`src/rtl/graphics_rect_fill.sv`:
```
`timescale 1ns/1ps
// graphics_rect_fill
// Rasterises a solid, axis-aligned rectangle into a stream of pixel beats.
// Software writes two corner points and a color over an Avalon-MM CSR slave.
// Writing the color starts the fill. Pixels leave on an Avalon-ST source in
// row-major order: y is the outer loop and x is the inner loop, both ascending.
//
// Ports:
//   clk, reset_n          : system clock; asynchronous active-low reset
//   csr_address/write/... : CSR slave. Address 0 is POINT1, 1 is POINT2 and
//                           2 is COLOR. Reads return {31'b0, busy}.
//   csr_waitrequest       : holds a write off while a fill is in progress
//   st_data               : {zero padding, x, y, color}
//   st_valid/st_ready     : stream handshake
//   st_startofpacket      : first pixel of a rectangle
//   st_endofpacket        : last pixel of a rectangle
module graphics_rect_fill #(
  parameter int COORD_DATA_WIDTH  = 10,
  parameter int COLOR_DATA_WIDTH  = 12,
  parameter int MM_CSR_ADDR_WIDTH = 4,
  parameter int ST_DATA_WIDTH     = 32
) (
  input  logic                         clk,
  input  logic                         reset_n,
  input  logic [MM_CSR_ADDR_WIDTH-1:0] csr_address,
  input  logic                         csr_write,
  input  logic [31:0]                  csr_writedata,
  input  logic                         csr_read,
  output logic [31:0]                  csr_readdata,
  output logic                         csr_waitrequest,
  output logic [ST_DATA_WIDTH-1:0]     st_data,
  output logic                         st_valid,
  input  logic                         st_ready,
  output logic                         st_startofpacket,
  output logic                         st_endofpacket
);

  localparam int CW = COORD_DATA_WIDTH;
  localparam int KW = COLOR_DATA_WIDTH;

  localparam logic [MM_CSR_ADDR_WIDTH-1:0] ADDR_POINT1 = MM_CSR_ADDR_WIDTH'(0);
  localparam logic [MM_CSR_ADDR_WIDTH-1:0] ADDR_POINT2 = MM_CSR_ADDR_WIDTH'(1);
  localparam logic [MM_CSR_ADDR_WIDTH-1:0] ADDR_COLOR  = MM_CSR_ADDR_WIDTH'(2);

  localparam logic [1:0] S_IDLE  = 2'd0;
  localparam logic [1:0] S_SETUP = 2'd1;
  localparam logic [1:0] S_EMIT  = 2'd2;

  logic [1:0]      state_q, state_d;
  logic [2*CW-1:0] p1_q, p1_d, p2_q, p2_d;
  logic [KW-1:0]   color_q, color_d, fill_color_q, fill_color_d;
  logic [CW-1:0]   xmin_q, xmin_d, xmax_q, xmax_d;
  logic [CW-1:0]   ymin_q, ymin_d, ymax_q, ymax_d;
  logic [CW-1:0]   cur_x_q, cur_x_d, cur_y_q, cur_y_d;
  logic            st_valid_q, st_valid_d;
  logic            sop_q, sop_d, eop_q, eop_d;

  logic          busy, wr_accept;
  logic [CW-1:0] p1_x, p1_y, p2_x, p2_y;
  logic [CW-1:0] lo_x, hi_x, lo_y, hi_y;
  logic [CW-1:0] nx, ny;
  logic          unused_bits;

  // The read strobe is not needed: status is presented for any read cycle.
  assign unused_bits = ^{csr_read, csr_writedata};

  assign busy            = (state_q != S_IDLE);
  assign wr_accept       = csr_write && !busy;
  assign csr_waitrequest = csr_write && busy;
  assign csr_readdata    = {31'b0, busy};

  assign st_valid         = st_valid_q;
  assign st_startofpacket = sop_q;
  assign st_endofpacket   = eop_q;
  assign st_data          = ST_DATA_WIDTH'({cur_x_q, cur_y_q, fill_color_q});

  always_comb begin
    p1_x = p1_q[2*CW-1:CW];
    p1_y = p1_q[CW-1:0];
    p2_x = p2_q[2*CW-1:CW];
    p2_y = p2_q[CW-1:0];
    lo_x = (p1_x < p2_x) ? p1_x : p2_x;
    hi_x = (p1_x < p2_x) ? p2_x : p1_x;
    lo_y = (p1_y < p2_y) ? p1_y : p2_y;
    hi_y = (p1_y < p2_y) ? p2_y : p1_y;
  end

  always_comb begin
    state_d      = state_q;
    p1_d         = p1_q;
    p2_d         = p2_q;
    color_d      = color_q;
    fill_color_d = fill_color_q;
    xmin_d       = xmin_q;
    xmax_d       = xmax_q;
    ymin_d       = ymin_q;
    ymax_d       = ymax_q;
    cur_x_d      = cur_x_q;
    cur_y_d      = cur_y_q;
    st_valid_d   = st_valid_q;
    sop_d        = sop_q;
    eop_d        = eop_q;
    nx           = cur_x_q;
    ny           = cur_y_q;

    // Writes can only be accepted in IDLE, so the register file never
    // changes underneath a fill in progress.
    if (wr_accept) begin
      case (csr_address)
        ADDR_POINT1: p1_d = csr_writedata[2*CW-1:0];
        ADDR_POINT2: p2_d = csr_writedata[2*CW-1:0];
        ADDR_COLOR: begin
          color_d = csr_writedata[KW-1:0];
          state_d = S_SETUP;
        end
        default: ;
      endcase
    end

    case (state_q)
      S_SETUP: begin
        xmin_d       = lo_x;
        xmax_d       = hi_x;
        ymin_d       = lo_y;
        ymax_d       = hi_y;
        cur_x_d      = lo_x;
        cur_y_d      = lo_y;
        fill_color_d = color_q;
        // The first beat is registered here so it is valid as EMIT begins.
        st_valid_d   = 1'b1;
        sop_d        = 1'b1;
        eop_d        = (lo_x == hi_x) && (lo_y == hi_y);
        state_d      = S_EMIT;
      end
      S_EMIT: begin
        if (st_ready) begin
          if (eop_q) begin
            st_valid_d = 1'b0;
            sop_d      = 1'b0;
            eop_d      = 1'b0;
            state_d    = S_IDLE;
          end else begin
            // Equality tests only, so an all-ones xmax/ymax never wraps.
            if (cur_x_q == xmax_q) begin
              nx = xmin_q;
              ny = cur_y_q + 1'b1;
            end else begin
              nx = cur_x_q + 1'b1;
              ny = cur_y_q;
            end
            cur_x_d = nx;
            cur_y_d = ny;
            sop_d   = 1'b0;
            eop_d   = (nx == xmax_q) && (ny == ymax_q);
          end
        end
      end
      default: ;
    endcase
  end

  always_ff @(posedge clk or negedge reset_n) begin
    if (!reset_n) begin
      state_q      <= S_IDLE;
      p1_q         <= '0;
      p2_q         <= '0;
      color_q      <= '0;
      fill_color_q <= '0;
      xmin_q       <= '0;
      xmax_q       <= '0;
      ymin_q       <= '0;
      ymax_q       <= '0;
      cur_x_q      <= '0;
      cur_y_q      <= '0;
      st_valid_q   <= 1'b0;
      sop_q        <= 1'b0;
      eop_q        <= 1'b0;
    end else begin
      state_q      <= state_d;
      p1_q         <= p1_d;
      p2_q         <= p2_d;
      color_q      <= color_d;
      fill_color_q <= fill_color_d;
      xmin_q       <= xmin_d;
      xmax_q       <= xmax_d;
      ymin_q       <= ymin_d;
      ymax_q       <= ymax_d;
      cur_x_q      <= cur_x_d;
      cur_y_q      <= cur_y_d;
      st_valid_q   <= st_valid_d;
      sop_q        <= sop_d;
      eop_q        <= eop_d;
    end
  end

endmodule

```
`config.mk`:
```
export PLATFORM = sky130hd
export DESIGN_NAME = graphics_rect_fill
export DESIGN_NICKNAME = d
export VERILOG_FILES = /design/src/rtl/graphics_rect_fill.sv
export SDC_FILE = /design/constraint.sdc
export NUM_CORES = 1
export LEC_CHECK = 0
export CORE_ASPECT_RATIO = 1.4
export CORE_UTILIZATION = 50
export CTS_BUF_LIST = sky130_fd_sc_hd__clkbuf_8
export DETAILED_ROUTE_END_ITERATION = 6
export PLACE_DENSITY_LB_ADDON = 0.05
export SLEW_MARGIN = 10
export SYNTH_ARGS = -nofsm -noshare
export SYNTH_HDL_FRONTEND = slang
export SYNTH_SLANG_ARGS = --single-unit
```
`constraint.sdc`:
```
create_clock -name clk -period 3.2 [get_ports clk]
set_input_delay 0.64 -clock clk [delete_from_list [all_inputs] [get_ports clk]]
set_output_delay 0.64 -clock clk [all_outputs]
set_load 0.005 [all_outputs]
```
==> impl_results.html <==
<table>
<tr><th>Metric</th><th>Value</th></tr>
<tr><th colspan="2">Timing</th></tr>
<tr><td>Total negative setup slack</td><td>0 ps</td></tr>
<tr><td>Largest clock skew in the final design</td><td>9.29 ps</td></tr>
<tr><td>Final worst path period share</td><td>85.1%</td></tr>
<tr><td>Pin slew with the least headroom to its limit</td><td>between 900 and 1000 ps</td></tr>
<tr><td>Achievable frequency</td><td>roughly 0.37 GHz</td></tr>
<tr><td>Count of pins over their slew limit</td><td>0</td></tr>
<tr><td>Final hold vios</td><td>0</td></tr>
<tr><td>Endpoints failing setup</td><td>0</td></tr>
<tr><td>Remaining max-slew budget at the tightest pin</td><td>34.4%</td></tr>
<tr><td>Setup repair after global routing missed its margin</td><td>no</td></tr>
<tr><td>Final worst path period need</td><td>2720 ps</td></tr>
<tr><th colspan="2">Global routing</th></tr>
<tr><td>Wire length of the first global-routing pass</td><td>around 26 mm</td></tr>
<tr><td>Initial antenna violation count</td><td>0</td></tr>
<tr><td>Pin count of the biggest net entering global routing</td><td>74</td></tr>
<tr><td>Met1 capacity usage during global routing</td><td>a little under a third</td></tr>
<tr><td>Met2 track utilization from global routing</td><td>39.7%</td></tr>
<tr><td>Via count of the first global-routing pass</td><td>just over 5000</td></tr>
<tr><td>Global-route track usage on met3</td><td>under 10%</td></tr>
<tr><td>Overflow left after global routing</td><td>0</td></tr>
<tr><td>Layer carrying the most global-route usage</td><td>met2</td></tr>
<tr><td>GRT Util Overall</td><td>around a quarter</td></tr>
<tr><th colspan="2">Clock network</th></tr>
<tr><td>TritonCTS clock tree</td><td>done</td></tr>
<tr><td>Number of buffers inserted to repair setup after CTS</td><td>0</td></tr>
<tr><td>Count of cells resized by post-cts repair</td><td>0</td></tr>
<tr><td>Worst skew pair latency</td><td>430 ps</td></tr>
<tr><td>Cell at the root of the clock tree</td><td>sky130_fd_sc_hd__clkbuf_8</td></tr>
<tr><td>CTS hold repair buffers</td><td>0</td></tr>
<tr><td>Buffers from clock root to sink, at most</td><td>2</td></tr>
<tr><td>H-tree lvl count</td><td>4</td></tr>
<tr><td>Sinks on the clock net</td><td>119</td></tr>
<tr><td>Total clock buffers created by CTS</td><td>17</td></tr>
<tr><td>Post-CTS clock slew at the launch and capture registers of the worst setup and hold paths</td><td>70 ps</td></tr>
<tr><th colspan="2">Synthesis</th></tr>
<tr><td>Yosys warning total</td><td>0</td></tr>
<tr><td>Cell type with the highest aggregate area in the netlist</td><td>sky130_fd_sc_hd__dfrtp_1</td></tr>
<tr><td>Mean Syn Cell Area</td><td>10.1 um^2</td></tr>
<tr><td>Post-synthesis instance area</td><td>6840 um^2</td></tr>
<tr><td>Gate Count Post-Synth</td><td>a little under 700</td></tr>
<tr><td>Fraction of registers with async set or reset after synthesis</td><td>100%</td></tr>
<tr><td>Top cells by count, synth</td><td>sky130_fd_sc_hd__dfrtp_1, sky130_fd_sc_hd__nor2_1, sky130_fd_sc_hd__nand2_1</td></tr>
<tr><td>Number of synthesized register bits</td><td>approximately 120</td></tr>
<tr><td>Number of flops mapped to enable cells by yosys</td><td>0</td></tr>
<tr><td>Fraction of the yosys area taken by sequential cells</td><td>43.5%</td></tr>
<tr><td>Leading post-synthesis cells by cell area</td><td>sky130_fd_sc_hd__dfrtp_1, sky130_fd_sc_hd__mux2_2, sky130_fd_sc_hd__mux2i_1</td></tr>
<tr><td>Yosys top cell area share</td><td>43.5%</td></tr>
<tr><td>Most used DFF post-synth</td><td>sky130_fd_sc_hd__dfrtp_1</td></tr>
<tr><td>Number of library cell types mapped by synthesis</td><td>58</td></tr>
<tr><td>Count leader, synth</td><td>sky130_fd_sc_hd__dfrtp_1</td></tr>
<tr><th colspan="2">Route</th></tr>
<tr><td>Final WL</td><td>15.6 mm</td></tr>
<tr><td>Routed length per placed instance</td><td>16.8 um</td></tr>
<tr><td>Post-detailed-route count of antenna-violating nets</td><td>0</td></tr>
<tr><td>Vias per std cell</td><td>roughly 5.4</td></tr>
<tr><td>Violation count after the first detailed-route iteration</td><td>258</td></tr>
<tr><td>TritonRoute pass-1 iters</td><td>4</td></tr>
<tr><td>Via count</td><td>4998</td></tr>
<tr><td>Post-route DRC violation count</td><td>0</td></tr>
<tr><th colspan="2">Power</th></tr>
<tr><td>Areal power density over the cells</td><td>432 nW/um^2</td></tr>
<tr><td>Standby leakage power</td><td>0.00400 uW</td></tr>
<tr><td>Overall power</td><td>3480 uW</td></tr>
<tr><td>Maximum ir drop on the vdd rail</td><td>280 uV</td></tr>
<tr><th colspan="2">Cells and area</th></tr>
<tr><td>Count of filler cells inserted in the layout</td><td>1180</td></tr>
<tr><td>Layout cells sized above 1</td><td>between 10% and 20%</td></tr>
<tr><td>Number of nets in the layout</td><td>804</td></tr>
<tr><td>Final antenna diode count</td><td>0</td></tr>
<tr><td>Utilization after layout</td><td>60.2%</td></tr>
<tr><td>Final Instance Area</td><td>8060 um^2</td></tr>
<tr><td>Final Non-Filler Cells</td><td>932</td></tr>
<tr><td>Area growth from synthesis to layout</td><td>17.8%</td></tr>
<tr><th colspan="2">Floorplan</th></tr>
<tr><td>Core Footprint</td><td>13400 um^2</td></tr>
<tr><td>Number of top-level pins</td><td>109</td></tr>
<tr><td>Area of the die</td><td>14200 um^2</td></tr>
<tr><td>Horizontal die dimension</td><td>101 um</td></tr>
<tr><td>Chip Height</td><td>140 um</td></tr>
<tr><td>Total number of placement rows</td><td>50</td></tr>
<tr><td>Starting Density</td><td>51.1%</td></tr>
<tr><th colspan="2">Setup path</th></tr>
<tr><td>Path type of the worst setup path</td><td>flop to flop</td></tr>
<tr><td>Slowest cell on crit path</td><td>sky130_fd_sc_hd__a221oi_4</td></tr>
<tr><td>Arr. time, crit path</td><td>2980 ps</td></tr>
<tr><td>Worst EP required</td><td>3460 ps</td></tr>
<tr><td>Maximum cell stage delay along the critical path</td><td>570 ps</td></tr>
<tr><td>CP max FO</td><td>12</td></tr>
<tr><td>Startpoint type of the worst setup path</td><td>flop</td></tr>
<tr><td>Crit. End Element</td><td>flop</td></tr>
<tr><td>Category of cells accounting for the largest share of critical-path delay</td><td>compound AO/OA/AOI/OAI gates</td></tr>
<tr><td>Chain of cells forming the critical path</td><td>ha_1, nor2b_1, o21ai_1, nand2b_1, a21oi_1, o21ai_1, a221oi_4, buf_12, mux2i_1, a221oi_1</td></tr>
<tr><td>CP dominant cell by count</td><td>sky130_fd_sc_hd__o21ai_1</td></tr>
<tr><td>CP bufs+invs</td><td>1</td></tr>
<tr><th colspan="2">Placement</th></tr>
<tr><td>Placed cell count</td><td>around 900</td></tr>
<tr><td>Placed wire-length estimate after detailed placement</td><td>11.4 mm</td></tr>
<tr><td>Port Buffer Count</td><td>64</td></tr>
<tr><td>Last weighted congestion value of the routability-driven placer</td><td>0.872</td></tr>
<tr><td>Instance area after placement</td><td>approximately 7600 um^2</td></tr>
<tr><th colspan="2">Worst hold path</th></tr>
<tr><td>HP Class</td><td>input port to async pin</td></tr>
<tr><th colspan="2">Outcome</th></tr>
<tr><td>Result of the run</td><td>complete, no violations</td></tr>
<tr><th colspan="2">Flow run</th></tr>
<tr><td>Maximum capacitance violations</td><td>0</td></tr>
</table>
-- per-layer routing --
layer	part of all wire [%]	wire length, um	up-vias
met3	2.8	436	19
met4	1.8	289	0
met1	46	7240	2435
met5	0	0	-
met2	49	7670	100
li1	-	-	2444
-- worst reg2reg max path, cell delays in order, from the launching register on --
cell                       delay (ps)
sky130_fd_sc_hd__dfrtp_1          410
sky130_fd_sc_hd__ha_1             320
sky130_fd_sc_hd__nor2b_1          140
sky130_fd_sc_hd__o21ai_1          140
sky130_fd_sc_hd__nand2b_1          70
sky130_fd_sc_hd__a21oi_1          140
sky130_fd_sc_hd__o21ai_1          100
sky130_fd_sc_hd__a221oi_4         570
sky130_fd_sc_hd__buf_12           230
sky130_fd_sc_hd__mux2i_1          300
sky130_fd_sc_hd__a221oi_1         130
-- layout make-up --
cell class	count	area, um^2	share of cell area (%)
well taps	182	228	2.83
repair buffers	79	788	9.78
inverters	35	131	1.63
clock inverters	12	199	2.47
flip-flops and latches	119	2980	37.0
multi-input cells	486	3470	43.1
clock buffers	19	262	3.25
-- state kept, by name, summed over array words and instances (netlist names) --
register / flops
p1_q: 20
p2_q: 20
color_q: 12
fill_color_q: 12
cur_x_q: 10
cur_y_q: 10
xmax_q: 10
xmin_q: 10
ymax_q: 10
state_q: 2
st_endofpacket: 1
st_startofpacket: 1
st_valid: 1
-- report_power, final --
group	switching (uW)	leakage [uW]	internal, uW
Combinational	162	0.00228	150
Clock	623	0.000232	965
Sequential	55.0	0.00149	1520
-- kinds of logic (layout without fill, tap and decap cells) --
logic type,after synthesis,count (layout),synth area share (%)
flip-flops,119,119,43.5
AO/OA/AOI/OAI,137,137,12.9
multiplexers,90,90,14.3
other,1,31,0.0548
adder cells (fa/ha/maj),25,25,4.57
AND/OR/NAND/NOR,164,164,11.6
XOR/XNOR,39,39,5.10
buffers and inverters,105,145,7.94
-- path summary, 6_finish.rpt --
| kind | from | end | slack [ps] | cells after the start |
|---|---|---|---|---|
| max in group asynchronous | reset_n | xmax_q[5] | 2190 | 2 |
| setup / recovery | p1_q[1] | cur_y_q[4] | 480 | 10 |
| min in group clk | xmin_q[4] | xmin_q[4] | 500 | 1 |
| hold reg to reg | xmin_q[4] | xmin_q[4] | 500 | 1 |
| hold / removal | reset_n | cur_x_q[7] | 240 | 1 |
| setup reg to reg | p1_q[1] | cur_y_q[4] | 480 | 10 |
-- through the flow --
stage               setup WS (ps)  hold slack, ps
floorplan                     817             344
global placement              449             476
detailed placement            467             480
CTS                           481             247
global route                  343             271
finish                        476             236
-- layout by cell type (no fill, tap or decap), drive strengths merged, types with 3 or more instances in the layout --
cell             n
dfrtp          119
clkdlybuf4s50   63
nor2            53
nand2           52
mux2            51
a21oi           44
mux2i           39
inv             36
o21ai           34
conb            31
ha              25
xor2            23
nand3           20
clkbuf          19
xnor2           16
buf             16
o211ai          13
a221oi          11
nand4            8
o21a             7
bufinv           5
o221a            5
clkinv           5
nor4             5
nor2b            4
o22ai            4
o31ai            4
nor3             4
nand2b           3
a21o             3
nand3b           3
nor3b            3
a211oi           3
(Power assumes the default switching activity.)
